**src/rtl/spi_master_ctrl_pkg.sv**
```systemverilog
// Shared SPI link definitions: command codes, frame size, master FSM states.
// The slave side imports the same package so both ends agree on the encoding.
package spi_defs;

  localparam logic [1:0] CMD_WR_ADDR = 2'b00;
  localparam logic [1:0] CMD_WR_DATA = 2'b01;
  localparam logic [1:0] CMD_RD_ADDR = 2'b10;
  localparam logic [1:0] CMD_RD_DATA = 2'b11;

  localparam int FRAME_BITS = 11;

  typedef enum logic [2:0] {
    ST_IDLE,
    ST_LEAD,
    ST_SHIFT_TX,
    ST_WAIT_RD,
    ST_SHIFT_RD,
    ST_GAP
  } state_t;

  // Counter width large enough to hold the largest of the three cycle counts.
  function automatic int cnt_width(input int a, input int b, input int c);
    int m;
    m = a;
    if (b > m) m = b;
    if (c > m) m = c;
    return $clog2(m + 1);
  endfunction

endpackage

```
**src/rtl/spi_master_ctrl_shift_reg.sv**
```systemverilog
// Parallel-load, MSB-first shift register with serial in/out and a shift counter.
// shift_data is the value the register takes on a shift, so callers can grab a full word on the last edge.
module spi_shift_reg #(
  parameter int WIDTH = 8,
  parameter int CNT_W = 4
) (
  input  logic             clk,
  input  logic             rst_n,
  input  logic             load,
  input  logic [WIDTH-1:0] load_data,
  input  logic             shift_en,
  input  logic             serial_in,
  output logic             serial_out,
  output logic [WIDTH-1:0] shift_data,
  output logic [CNT_W-1:0] count
);

  logic [WIDTH-1:0] data_reg;
  logic [WIDTH-1:0] data_next;
  logic [CNT_W-1:0] count_reg;

  genvar gi;
  generate
    for (gi = 0; gi < WIDTH; gi++) begin : g_bit
      if (gi == 0) begin : g_lsb
        assign shift_data[gi] = serial_in;
      end else begin : g_upper
        assign shift_data[gi] = data_reg[gi-1];
      end
      assign data_next[gi] = load ? load_data[gi] : (shift_en ? shift_data[gi] : data_reg[gi]);
    end
  endgenerate

  always_ff @(posedge clk) begin
    if (!rst_n) begin
      data_reg  <= '0;
      count_reg <= '0;
    end else begin
      data_reg <= data_next;
      if (load) begin
        count_reg <= '0;
      end else if (shift_en) begin
        count_reg <= count_reg + CNT_W'(1);
      end
    end
  end

  assign serial_out = data_reg[WIDTH-1];
  assign count      = count_reg;

endmodule

```
**src/rtl/spi_master_ctrl.sv**
```systemverilog
// SPI initiator: turns one {cmd, data} request into an 11-bit frame on SS_n/MOSI
// and, for read-data frames, collects the slave's reply byte from MISO.
module spi_master_ctrl
  import spi_defs::*;
#(
  parameter int ADDR_SIZE  = 8,
  parameter int MISO_DELAY = 2,  // must be >= 1
  parameter int IDLE_GAP   = 1   // must be >= 1
) (
  input  logic                 clk,
  input  logic                 rst_n,
  input  logic                 req_valid,
  output logic                 req_ready,
  input  logic [1:0]           req_cmd,
  input  logic [ADDR_SIZE-1:0] req_data,
  output logic                 rsp_valid,
  output logic [ADDR_SIZE-1:0] rsp_data,
  output logic                 busy,
  output logic                 SS_n,
  output logic                 MOSI,
  input  logic                 MISO
);

  localparam int TX_BITS = ADDR_SIZE + 3;
  localparam int CNT_W   = cnt_width(TX_BITS, MISO_DELAY, ADDR_SIZE);

  state_t               state_reg;
  logic [1:0]           cmd_reg;
  logic [CNT_W-1:0]     cnt_reg;

  logic                 accept;
  logic                 tx_shift;
  logic                 rx_shift;
  logic                 tx_msb;
  logic                 tx_done;
  logic                 rx_last;
  logic [TX_BITS-1:0]   tx_word;
  logic [CNT_W-1:0]     tx_count;
  logic [CNT_W-1:0]     rx_count;
  logic [ADDR_SIZE-1:0] rx_shift_data;
  logic [TX_BITS-1:0]   tx_shift_data_unused;
  logic                 rx_msb_unused;

  assign accept   = req_valid && req_ready;
  // Bit 10 repeats cmd[1] so the slave can pick read/write from the first bit.
  assign tx_word  = {req_cmd[1], req_cmd, req_data};
  assign tx_shift = (state_reg == ST_LEAD) || ((state_reg == ST_SHIFT_TX) && !tx_done);
  assign rx_shift = (state_reg == ST_SHIFT_RD);
  assign tx_done  = (tx_count == CNT_W'(TX_BITS));
  assign rx_last  = (rx_count == CNT_W'(ADDR_SIZE - 1));

  spi_shift_reg #(.WIDTH(TX_BITS), .CNT_W(CNT_W)) u_tx (
    .clk        (clk),
    .rst_n      (rst_n),
    .load       (accept),
    .load_data  (tx_word),
    .shift_en   (tx_shift),
    .serial_in  (1'b0),
    .serial_out (tx_msb),
    .shift_data (tx_shift_data_unused),
    .count      (tx_count)
  );

  spi_shift_reg #(.WIDTH(ADDR_SIZE), .CNT_W(CNT_W)) u_rx (
    .clk        (clk),
    .rst_n      (rst_n),
    .load       (accept),
    .load_data  ({ADDR_SIZE{1'b0}}),
    .shift_en   (rx_shift),
    .serial_in  (MISO),
    .serial_out (rx_msb_unused),
    .shift_data (rx_shift_data),
    .count      (rx_count)
  );

  always_ff @(posedge clk) begin
    if (!rst_n) begin
      state_reg <= ST_IDLE;
      cmd_reg   <= CMD_WR_ADDR;
      cnt_reg   <= '0;
      SS_n      <= 1'b1;
      MOSI      <= 1'b0;
      rsp_valid <= 1'b0;
      rsp_data  <= '0;
      busy      <= 1'b0;
      req_ready <= 1'b0;
    end else begin
      rsp_valid <= 1'b0;
      case (state_reg)
        ST_IDLE: begin
          req_ready <= 1'b1;
          if (accept) begin
            cmd_reg   <= req_cmd;
            SS_n      <= 1'b0;
            MOSI      <= 1'b0;
            busy      <= 1'b1;
            req_ready <= 1'b0;
            state_reg <= ST_LEAD;
          end
        end
        ST_LEAD: begin
          MOSI      <= tx_msb;
          state_reg <= ST_SHIFT_TX;
        end
        ST_SHIFT_TX: begin
          if (tx_done) begin
            MOSI    <= 1'b0;
            cnt_reg <= '0;
            if (cmd_reg == CMD_RD_DATA) begin
              state_reg <= ST_WAIT_RD;
            end else begin
              SS_n      <= 1'b1;
              state_reg <= ST_GAP;
            end
          end else begin
            MOSI <= tx_msb;
          end
        end
        ST_WAIT_RD: begin
          // Slave and RAM turnaround before the reply's MSB is on MISO.
          if (cnt_reg == CNT_W'(MISO_DELAY - 1)) begin
            cnt_reg   <= '0;
            state_reg <= ST_SHIFT_RD;
          end else begin
            cnt_reg <= cnt_reg + CNT_W'(1);
          end
        end
        ST_SHIFT_RD: begin
          if (rx_last) begin
            SS_n      <= 1'b1;
            rsp_data  <= rx_shift_data;
            rsp_valid <= 1'b1;
            state_reg <= ST_GAP;
          end
        end
        ST_GAP: begin
          if (cnt_reg == CNT_W'(IDLE_GAP - 1)) begin
            cnt_reg   <= '0;
            busy      <= 1'b0;
            req_ready <= 1'b1;
            state_reg <= ST_IDLE;
          end else begin
            cnt_reg <= cnt_reg + CNT_W'(1);
          end
        end
        default: begin
          SS_n      <= 1'b1;
          state_reg <= ST_IDLE;
        end
      endcase
    end
  end

endmodule

```
**config.mk**
```make
export PLATFORM = sky130hd
export DESIGN_NAME = spi_master_ctrl
export DESIGN_NICKNAME = d
export VERILOG_FILES = /design/src/rtl/spi_master_ctrl_pkg.sv /design/src/rtl/spi_master_ctrl_shift_reg.sv /design/src/rtl/spi_master_ctrl.sv
export SDC_FILE = /design/constraint.sdc
export NUM_CORES = 1
export LEC_CHECK = 0
export ABC_CLOCK_PERIOD_IN_PS = 4800
export BUFFER_PORTS_ARGS = -buffer_cell sky130_fd_sc_hd__buf_2
export CAP_MARGIN = 20
export CORE_UTILIZATION = 55
export CTS_BUF_LIST = sky130_fd_sc_hd__clkbuf_8
export CTS_CLUSTER_SIZE = 12
export DETAILED_ROUTE_END_ITERATION = 6
export PLACE_DENSITY = 0.76
export SLEW_MARGIN = 30
export SYNTH_ARGS = -nofsm -noshare
export SYNTH_HDL_FRONTEND = slang
export SYNTH_SLANG_ARGS = --single-unit
```
**constraint.sdc**
```tcl
create_clock -name clk -period 4.8 [get_ports clk]
set_input_delay 0.72 -clock clk [delete_from_list [all_inputs] [get_ports clk]]
set_output_delay 0.72 -clock clk [all_outputs]
set_load 0.005 [all_outputs]
```
==> results of run 1 <==
[metal layers]
layer  vias up  routed length, um  track usage [%]
met4         0                 78            10.00
li1        884                  -                -
met2        20               1691            29.21
met5         -                  0                0
met1       769               2038            28.13
met3         7                101            4.401
[power by group through the flow]
stage | Combinational [W] | Clock, W | Sequential [W]
after global placement | 0.0000847 | 0 | 0.000441
after CTS | 0.0000860 | 0.000303 | 0.000432
final | 0.0000854 | 0.000300 | 0.000432
after floorplan | 0.0000736 | 0 | 0.000435
after detailed placement | 0.0000855 | 0 | 0.000441
after global routing | 0.0000947 | 0.000321 | 0.000435
[synthesized netlist by cell type, drive strengths merged (2+ instances only)]
master / count / area, um^2
nand4: 2 / 12.51
nor2b: 2 / 12.51
a22o: 2 / 17.52
clkbuf: 5 / 18.77
o21ai: 12 / 60.06
nor3b: 3 / 22.52
a32oi: 3 / 45.05
inv: 6 / 22.52
a32o: 2 / 20.02
xnor2: 2 / 17.52
ha: 5 / 62.56
nand3: 7 / 35.03
nor2: 21 / 95.09
dfxtp: 48 / 960.9
nand3b: 3 / 22.52
a41oi: 2 / 17.52
a21oi: 24 / 120.1
nand2b: 2 / 12.51
buf: 7 / 45.04
and3: 3 / 18.77
nor3: 2 / 10.01
nand2: 30 / 112.6
or3: 2 / 12.51
xor2: 2 / 17.52
mux2i: 19 / 190.2
[worst max-delay path: stages (launching register included)]
cell and delay (ps):
dfxtp_1 590, and2b_4 280, a32oi_4 530, mux2i_1 270, a21oi_1 80
[layout make-up]
class / count / area [um^2]
sequential: 48 / 960.9
timing repair buffer: 27 / 137.6
clock inverter: 3 / 46.29
fill: 335 / 1320
multi-input combinational: 168 / 1096
inverter: 7 / 26.28
clock buffer: 5 / 68.82
tap: 48 / 60.06
[cell families after synthesis]
| family | Yosys count | share of synthesized area, % |
|---|---|---|
| buf+inv | 19 | 4.196 |
| fa+ha+maj | 5 | 2.914 |
| flops | 48 | 44.76 |
| xor+xnor | 4 | 1.632 |
| simple gates | 82 | 19.06 |
| compound gates | 57 | 18.07 |
| mux | 20 | 9.382 |
[how the worst min path moves through the flow]
stage	endpoint	depth (start not counted)	slack [ps]
2_1_floorplan	u_rx.data_reg[6]$_SDFFE_PP0P_	2	440
3_3_place_gp	u_rx.data_reg[6]$_SDFFE_PP0P_	2	450
3_5_place_dp	u_rx.data_reg[6]$_SDFFE_PP0P_	2	460
4_1_cts	u_rx.data_reg[6]$_SDFFE_PP0P_	2	470
5_1_grt	u_rx.data_reg[6]$_SDFFE_PP0P_	2	480
6_report	u_rx.data_reg[6]$_SDFFE_PP0P_	2	470
[per-stage QoR]
stage	cells	cell area, um^2	hold WS (ps)	setup slack (ps)	power [W]
6_report	306	2396	470.2	2888	0.0008173
5_1_grt	306	2396	480.7	2745	0.0008510
4_1_cts	306	2396	472.8	2904	0.0008212
3_5_place_dp	298	2281	461.2	2660	0.0005265
3_3_place_gp	298	2281	445.4	2733	0.0005254
2_1_floorplan	235	2147	436.0	3108	0.0005082
==> impl_metrics.env, run 1 <==
export IMPL_status="finished clean"
export IMPL_setup_tns_ps=0
export IMPL_ys_seq_elements=48
export IMPL_wl_um=3909
export IMPL_antenna_found_initial=0
export IMPL_start_kind="register"
export IMPL_ctsLongestPathBuffers=2
export IMPL_path_class="reg2reg"
export IMPL_cts_max_level=2
export IMPL_grt_pass1_vias=1442
export IMPL_rrSetupSlack_ps=2890
export IMPL_worst_endpoint_arrival_ps=2080
export IMPL_p_leak_nw=0.9540
export IMPL_hp_class="reg2reg"
export IMPL_pwr_share_seq_pct=52.8
export IMPL_ios=27
export IMPL_switchingPower_w=0.0002074
export IMPL_hpwl_um=2691
export IMPL_num_antenna_cells=0
export IMPL_cap_violations=0
export IMPL_ys_seq_area_share_pct=44.76
export IMPL_syn_inst=235
export IMPL_grt_use_total_pct=20.17
export IMPL_drcViolationCount=0
export IMPL_cts_tree="built"
export IMPL_path_clk_slew_ps=100
export IMPL_ant_nets=0
export IMPL_r2r_end="u_tx.data_reg[1]$_SDFFE_PN0P_"
export IMPL_cts_sinks=48
export IMPL_cts_made_buffers=5
export IMPL_crit_start="state_reg[2]$_SDFFE_PN0P_"
export IMPL_vdd_ir_drop_max_mv=0.2083
export IMPL_endpoint="u_tx.data_reg[1]$_SDFFE_PN0P_"
export IMPL_synth_edff_count=0
export IMPL_combPwrFrac_pct=10.5
export IMPL_grt_first_pass_wirelength_um=6458
export IMPL_synthFlopType="dfxtp_1"
export IMPL_cp_max_fo=15
export IMPL_drt_iter0_drc=112
export IMPL_min_period_over_period_pct=39.83
export IMPL_crit_required_ps=4970
export IMPL_final_util_pct=64.48
export IMPL_die_area_um2=4158
export IMPL_root_buffer="clkbuf_8"
export IMPL_p_int_w=0.0006100
export IMPL_slew_violations=0
export IMPL_critPathCaptureType="register"
export IMPL_clk_latency_ps=320
export IMPL_area_growth_syn_to_layout_pct=11.60
export IMPL_finalSetupViolations=0
export IMPL_yosysUniqueCellTypes=49
export IMPL_grt_overflow_total=0
export IMPL_rsz0062_at_grt="false"
export IMPL_initial_core_util_pct=57.78
export IMPL_p_clk_share_pct=36.7
export IMPL_syn_mean_instance_area_um2=9.136
export IMPL_io_buffer_count=26
export IMPL_yosys_warnings=0
export IMPL_finalCriticalPeriod_ps=1912
export IMPL_final_common_cell="dfxtp_1"
export IMPL_core_area_um2=3716
export IMPL_globalplace_congestion=0.7523
export IMPL_nets=276
export IMPL_synth_area_um2=2147
export IMPL_hold_viol_final=0
export IMPL_cts_setup_buffers=0
export IMPL_postCtsResizedCells=0
export IMPL_reg2reg_depth=4
export IMPL_hp_start="u_rx.data_reg[6]$_SDFFE_PP0P_"
export IMPL_die_h_um=64.48
export IMPL_fin_skew_ps=13.05
export IMPL_die_x_um=64.48
export IMPL_rows=22
export IMPL_hold_buffers=0
export IMPL_num_vias=1680
export IMPL_powerDensity_nw_per_um2=341.1
export IMPL_worst_pin_slew_ps=638.0
export IMPL_first_pass_iters=4
export IMPL_r2r_start="state_reg[2]$_SDFFE_PN0P_"
export IMPL_async_flop_share_pct=0
export IMPL_fmax_ghz=0.5230
export IMPL_largest_register_ff_count=11
export IMPL_routedWlPerCell_um=12.77
export IMPL_drive_gt1_share_pct=16.67
export IMPL_synth_nets=254
export IMPL_final_cell_mix="48 x dfxtp_1, 30 x nand2_1, 26 x buf_2"
export IMPL_relSlewSlack_pct=57.37
export IMPL_sw_frac_of_total_pct=25.37
export IMPL_grt_max_degree=24
export IMPL_vias_per_cell=5.490
Power figures use the tool's default switching activity.
==> run 2: changes to the inputs <==
--- a/config.mk
+++ b/config.mk
@@ -5,14 +5,14 @@
 export SDC_FILE = /design/constraint.sdc
 export NUM_CORES = 1
 export LEC_CHECK = 0
-export ABC_CLOCK_PERIOD_IN_PS = 4800
+export ABC_CLOCK_PERIOD_IN_PS = 1600
 export BUFFER_PORTS_ARGS = -buffer_cell sky130_fd_sc_hd__buf_2
 export CAP_MARGIN = 20
-export CORE_UTILIZATION = 55
+export CORE_UTILIZATION = 54
 export CTS_BUF_LIST = sky130_fd_sc_hd__clkbuf_8
 export CTS_CLUSTER_SIZE = 12
 export DETAILED_ROUTE_END_ITERATION = 6
-export PLACE_DENSITY = 0.76
+export PLACE_DENSITY = 0.78
 export SLEW_MARGIN = 30
 export SYNTH_ARGS = -nofsm -noshare
 export SYNTH_HDL_FRONTEND = slang
==> constraint.sdc (replaced) <==
create_clock -name clk -period 1.6 [get_ports clk]
set_input_delay 0.24 -clock clk [delete_from_list [all_inputs] [get_ports clk]]
set_output_delay 0.24 -clock clk [all_outputs]
set_load 0.005 [all_outputs]
==> impl_metrics.env, run 2 (synthesis gave the netlist of run 1 again) <==
export IMPL_status="finished with violations"
export IMPL_violations="negative setup slack"
export IMPL_fillers=302
export IMPL_routedWlPerCell_um=13.79
export IMPL_largest_register_ff_count=11
export IMPL_path_cells="ha_4 > nand3b_1 > buf_4 > a32o_1 > a22oi_1 > nor2_1"
export IMPL_hold_path_end="cmd_reg[1]$_SDFFE_PN0P_"
export IMPL_wl_um=4647
export IMPL_io_buffer_count=26
export IMPL_hp_start="req_cmd[1]"
export IMPL_r2r_end="MOSI$_SDFFE_PN0P_"
export IMPL_reg2reg_depth=6
export IMPL_first_pass_iters=4
export IMPL_hold_viol_final=0
export IMPL_worst_pin_slew_ps=494.9
export IMPL_vias_per_cell=5.552
export IMPL_grt_pass1_vias=1760
export IMPL_ios=27
export IMPL_grt_max_degree=18
export IMPL_grt_overflow_total=0
export IMPL_cts_made_buffers=5
export IMPL_root_buffer="clkbuf_8"
export IMPL_die_h_um=65.06
export IMPL_vdd_ir_drop_max_mv=0.7519
export IMPL_critPathCaptureType="register"
export IMPL_cpLargestDelayFamily="compound AO/OA/AOI/OAI gates"
export IMPL_cts_tree="built"
export IMPL_worst_endpoint_arrival_ps=1800
export IMPL_p_leak_nw=1.123
export IMPL_crit_required_ps=1790
export IMPL_setup_slack_ps=-8.776
export IMPL_rsz0062_at_grt="true"
export IMPL_final_cell_mix="43 x dfxtp_1, 30 x buf_4, 29 x nand2_1"
export IMPL_clk_latency_ps=310
export IMPL_nets=307
export IMPL_path_class="reg2reg"
export IMPL_die_area_um2=4232
export IMPL_rows=22
export IMPL_ctsLongestPathBuffers=2
export IMPL_antenna_found_initial=0
export IMPL_path_buf_inv=1
export IMPL_highest_layer="met4"
export IMPL_drive_gt1_share_pct=30.80
export IMPL_finalCriticalPeriod_ps=1609
export IMPL_cts_sinks=48
export IMPL_hpwl_um=3122
export IMPL_num_vias=1871
export IMPL_start_kind="register"
export IMPL_cap_violations=0
export IMPL_globalplace_congestion=0.7909
export IMPL_path_clk_slew_ps=90
export IMPL_die_x_um=65.06
export IMPL_wl_met2_um=2312
export IMPL_hp_class="in2reg"
export IMPL_initial_core_util_pct=57.35
export IMPL_slew_violations=0
export IMPL_wl_met3_um=159
export IMPL_num_antenna_cells=0
export IMPL_relSlewSlack_pct=66.93
export IMPL_area_growth_syn_to_layout_pct=26.05
export IMPL_rrSetupSlack_ps=-9
export IMPL_ant_nets=0
export IMPL_finalSetupViolations=1
export IMPL_drt_iter0_drc=105
export IMPL_powerDensity_nw_per_um2=876.4
export IMPL_slowest_stage="dfxtp_2"
export IMPL_fin_skew_ps=11.74
export IMPL_cp_max_fo=4
export IMPL_cts_max_level=2
export IMPL_slowest_delay_ps=360
export IMPL_min_period_over_period_pct=100.5
export IMPL_core_area_um2=3744
export IMPL_final_common_cell="dfxtp_1"
export IMPL_fmax_ghz=0.6216
export IMPL_final_util_pct=72.29
export IMPL_timing_hold_ws_ps=176.4
export IMPL_hold_depth=3
export IMPL_r2r_start="u_tx.count[1]$_SDFFE_PP0P_"
export IMPL_grt_use_total_pct=23.17
export IMPL_drcViolationCount=0
export IMPL_grt_first_pass_wirelength_um=7562
export IMPL_drt_met1_wl_um=2138
## run 2: metrics by stage
stage	cells	setup slack (ps)	total power [W]	area, um^2	setup TNS [ps]
3_5_place_dp	322	-115.5	0.001622	2461	-796.8
3_3_place_gp	322	3.837	0.001612	2461	0
5_1_grt	337	-70.71	0.002477	2706	-361.9
4_1_cts	332	9.058	0.002351	2582	0
2_1_floorplan	235	31.50	0.001525	2147	0
6_report	337	-8.776	0.002372	2706	-8.776
## run 2: worst reg2reg max path: cells and delay by family, from the launching register on
kind | cells | cell delay [ps]
DFF | 1 | 360
adders and majority gates | 1 | 150
and+or+nand+nor | 2 | 260
AOI/OAI and AO/OA | 2 | 510
buffers and inverters | 1 | 220
## run 2: power breakdown
part | internal [W] | switching (W)
Combinational | 0.000165 | 0.000176
Clock | 0.000345 | 0.000393
Sequential | 0.00125 | 0.0000449
Total | 0.00176 | 0.000614
## run 2: how the worst max path moves through the flow
stage	startpoint	to	slack [ps]	cells past startpoint
after floorplan	u_tx.count[0]$_SDFFE_PP0P_	u_tx.data_reg[8]$_SDFFE_PN0P_	30	6
after global placement	u_tx.count[0]$_SDFFE_PP0P_	u_tx.data_reg[6]$_SDFFE_PN0P_	4	5
after detailed placement	u_tx.count[0]$_SDFFE_PP0P_	u_tx.data_reg[2]$_SDFFE_PN0P_	-120	5
after CTS	cnt_reg[0]$_SDFFE_PN0P_	cnt_reg[2]$_SDFFE_PN0P_	9	7
after global routing	u_tx.count[1]$_SDFFE_PP0P_	MOSI$_SDFFE_PN0P_	-70	6
final	u_tx.count[1]$_SDFFE_PP0P_	MOSI$_SDFFE_PN0P_	-9	6
## run 2: layout make-up
type	instances	area, um^2	share of cell area, %
inverters	7	26.28	0.9709
clock buffers	6	82.58	3.051
flip-flops and latches	48	969.7	35.83
clock inverters	2	10.01	0.3699
multi-input cells	169	1182	43.69
well taps	48	60.06	2.219
repair buffers	57	375.4	13.87
## run 2: repair_timing
action	CTS	global route
endpoints found under the setup margin	15	22
gates cloned	1	0
hold buffers	0	0
resized for setup	4	19
setup buffers	1	5
pin swaps	2	12
## run 2: layer usage
layer / vias up / GRT usage (%)
met5: - / 0
met4: 0 / 5.707
met3: 4 / 7.042
met2: 33 / 39.84
met1: 887 / 28.03
li1: 947 / -
==> run 3: changes to the inputs <==
--- a/config.mk
+++ b/config.mk
@@ -6,7 +6,7 @@
 export NUM_CORES = 1
 export LEC_CHECK = 0
 export ABC_CLOCK_PERIOD_IN_PS = 1600
-export BUFFER_PORTS_ARGS = -buffer_cell sky130_fd_sc_hd__buf_2
+export BUFFER_PORTS_ARGS = -buffer_cell sky130_fd_sc_hd__clkbuf_2
 export CAP_MARGIN = 20
 export CORE_UTILIZATION = 54
 export CTS_BUF_LIST = sky130_fd_sc_hd__clkbuf_8
==> impl_metrics.env, run 3 (synthesis gave the netlist of run 1 again) <==
export IMPL_die_h_um=65.06
export IMPL_finalSetupViolations=0
export IMPL_nets=304
export IMPL_die_x_um=65.06
export IMPL_cts_max_level=2
export IMPL_timing_hold_ws_ps=184.8
export IMPL_dpl_cell_area_um2=2454
export IMPL_cts_tree="built"
export IMPL_clk_latency_ps=290
export IMPL_hp_start="MISO"
export IMPL_worst_endpoint_arrival_ps=1710
export IMPL_wl_um=4376
export IMPL_grt_use_total_pct=22.27
export IMPL_worst_pin_slew_ps=511.7
export IMPL_io_buffer_count=26
export IMPL_rrSetupSlack_ps=80
export IMPL_path_cells="buf_4 > ha_1 > nor3b_2 > o32ai_4 > a32o_1 > a22o_1"
export IMPL_fmax_ghz=0.6598
export IMPL_slowest_stage="dfxtp_2"
export IMPL_hold_depth=3
export IMPL_antenna_found_initial=0
export IMPL_critPathCaptureType="register"
export IMPL_cts_sinks=48
export IMPL_hold_viol_final=0
export IMPL_routedWlPerCell_um=13.10
export IMPL_vias_per_cell=5.542
export IMPL_core_area_um2=3744
export IMPL_first_pass_iters=4
export IMPL_start_kind="register"
export IMPL_reg2reg_depth=6
export IMPL_hold_buffers=0
export IMPL_final_util_pct=71.09
export IMPL_vdd_ir_drop_max_mv=0.6292
export IMPL_cp_max_fo=6
export IMPL_r2r_start="cnt_reg[0]$_SDFFE_PN0P_"
export IMPL_drt_iter0_drc=65
export IMPL_crit_required_ps=1790
export IMPL_hp_class="in2reg"
export IMPL_grt_first_pass_wirelength_um=7431
export IMPL_powerDensity_nw_per_um2=875.5
export IMPL_rows=22
export IMPL_finalCriticalPeriod_ps=1516
export IMPL_globalplace_congestion=0.8048
export IMPL_grt_overflow_total=0
export IMPL_final_cell_mix="44 x dfxtp_1, 30 x nand2_1, 27 x buf_4"
export IMPL_hpwl_um=3098
export IMPL_path_class="reg2reg"
export IMPL_p_leak_nw=1.106
export IMPL_status="finished clean"
export IMPL_path_clk_slew_ps=80
export IMPL_drcViolationCount=0
export IMPL_ctsLongestPathBuffers=2
export IMPL_largest_register_ff_count=11
export IMPL_root_buffer="clkbuf_8"
export IMPL_grt_pass1_vias=1763
export IMPL_drive_gt1_share_pct=27.27
export IMPL_cap_violations=0
export IMPL_hold_path_end="u_rx.data_reg[0]$_SDFFE_PP0P_"
export IMPL_relSlewSlack_pct=65.81
export IMPL_slowest_delay_ps=340
export IMPL_r2r_end="cnt_reg[3]$_SDFFE_PN0P_"
export IMPL_min_period_over_period_pct=94.73
export IMPL_die_area_um2=4232
export IMPL_num_antenna_cells=0
export IMPL_slew_violations=0
export IMPL_initial_core_util_pct=57.35
export IMPL_final_area_um2=2661
export IMPL_ant_nets=0
export IMPL_final_common_cell="dfxtp_1"
export IMPL_cts_made_buffers=5
export IMPL_num_vias=1851
export IMPL_grt_max_degree=18
export IMPL_ios=27
export IMPL_fin_skew_ps=5.140
export IMPL_area_growth_syn_to_layout_pct=23.95
==> run 3: changes by cell type in the layout (fill, tap and decap cells not counted), moves of 2 or more <==
cell,change
clkbuf_2,+26
inv_1,+3
buf_4,-3
clkinv_2,-2
buf_2,-26
==> run 3: worst max-delay path by stage <==
| stage | startpoint | to | slack [ps] | cells after the start |
|---|---|---|---|---|
| 2_1_floorplan | u_tx.count[0]$_SDFFE_PP0P_ | u_tx.data_reg[8]$_SDFFE_PN0P_ | 30 | 6 |
| 3_3_place_gp | u_tx.count[0]$_SDFFE_PP0P_ | u_tx.data_reg[6]$_SDFFE_PN0P_ | 6 | 5 |
| 3_5_place_dp | u_tx.count[0]$_SDFFE_PP0P_ | u_tx.data_reg[8]$_SDFFE_PN0P_ | -70 | 5 |
| 6_report | cnt_reg[0]$_SDFFE_PN0P_ | cnt_reg[3]$_SDFFE_PN0P_ | 80 | 6 |
| 5_1_grt | cnt_reg[0]$_SDFFE_PN0P_ | cnt_reg[2]$_SDFFE_PN0P_ | -4 | 7 |
| 4_1_cts | state_reg[0]$_SDFFE_PN0P_ | u_tx.data_reg[8]$_SDFFE_PN0P_ | 4 | 5 |
==> run 3: worst max-delay path: cells and delay by family (launching register included) <==
family	cells	cell delay [ps]
buffers and inverters	1	100
AOI/OAI and AO/OA	3	580
and+or+nand+nor	1	270
DFF	1	340
adders and majority gates	1	120
==> run 3: cell type report <==
class                   instances  area (um^2)
multi-input cells             169         1166
fillers                       323         1082
repair buffers                 54        352.8
flip-flops and latches         48        965.9
clock inverters                 2        7.507
well taps                      48        60.06
clock buffers                   6        82.58
inverters                       7        26.28
==> run 3: stage by stage <==
step / instances / setup WS [ps] / power [W] / TNS (ps)
floorplan: 235 / 31.50 / 0.001525 / 0
global placement: 321 / 5.890 / 0.001612 / 0
detailed placement: 321 / -67.33 / 0.001619 / -472.7
CTS: 329 / 4.100 / 0.002316 / 0
global route: 334 / -4.186 / 0.002431 / -4.186
finish: 334 / 84.31 / 0.002330 / 0
==> run 3: layer usage <==
metal / vias up / track usage (%) / wire length [um]
li1: 939 / - / -
met1: 870 / 27.23 / 2012
met2: 36 / 38.93 / 2146
met3: 6 / 5.282 / 170
met4: 0 / 5.707 / 47
met5: - / 0 / 0
==> run 3: repair_timing <==
action | 4_1_cts | 5_1_grt
setup endpoints to repair | 12 | 20
pin swaps | 2 | 5
setup buffers | 0 | 4
endpoints found under the hold margin | 0 | 0
resized for setup | 4 | 10
cloned | 0 | 1
==> run 3: power by group <==
| group | internal, W | switching (W) | leakage (nW) |
|---|---|---|---|
| Combinational | 0.000160 | 0.000174 | 0.660 |
| Clock | 0.000340 | 0.000366 | 0.0538 |
| Sequential | 0.00125 | 0.0000419 | 0.392 |
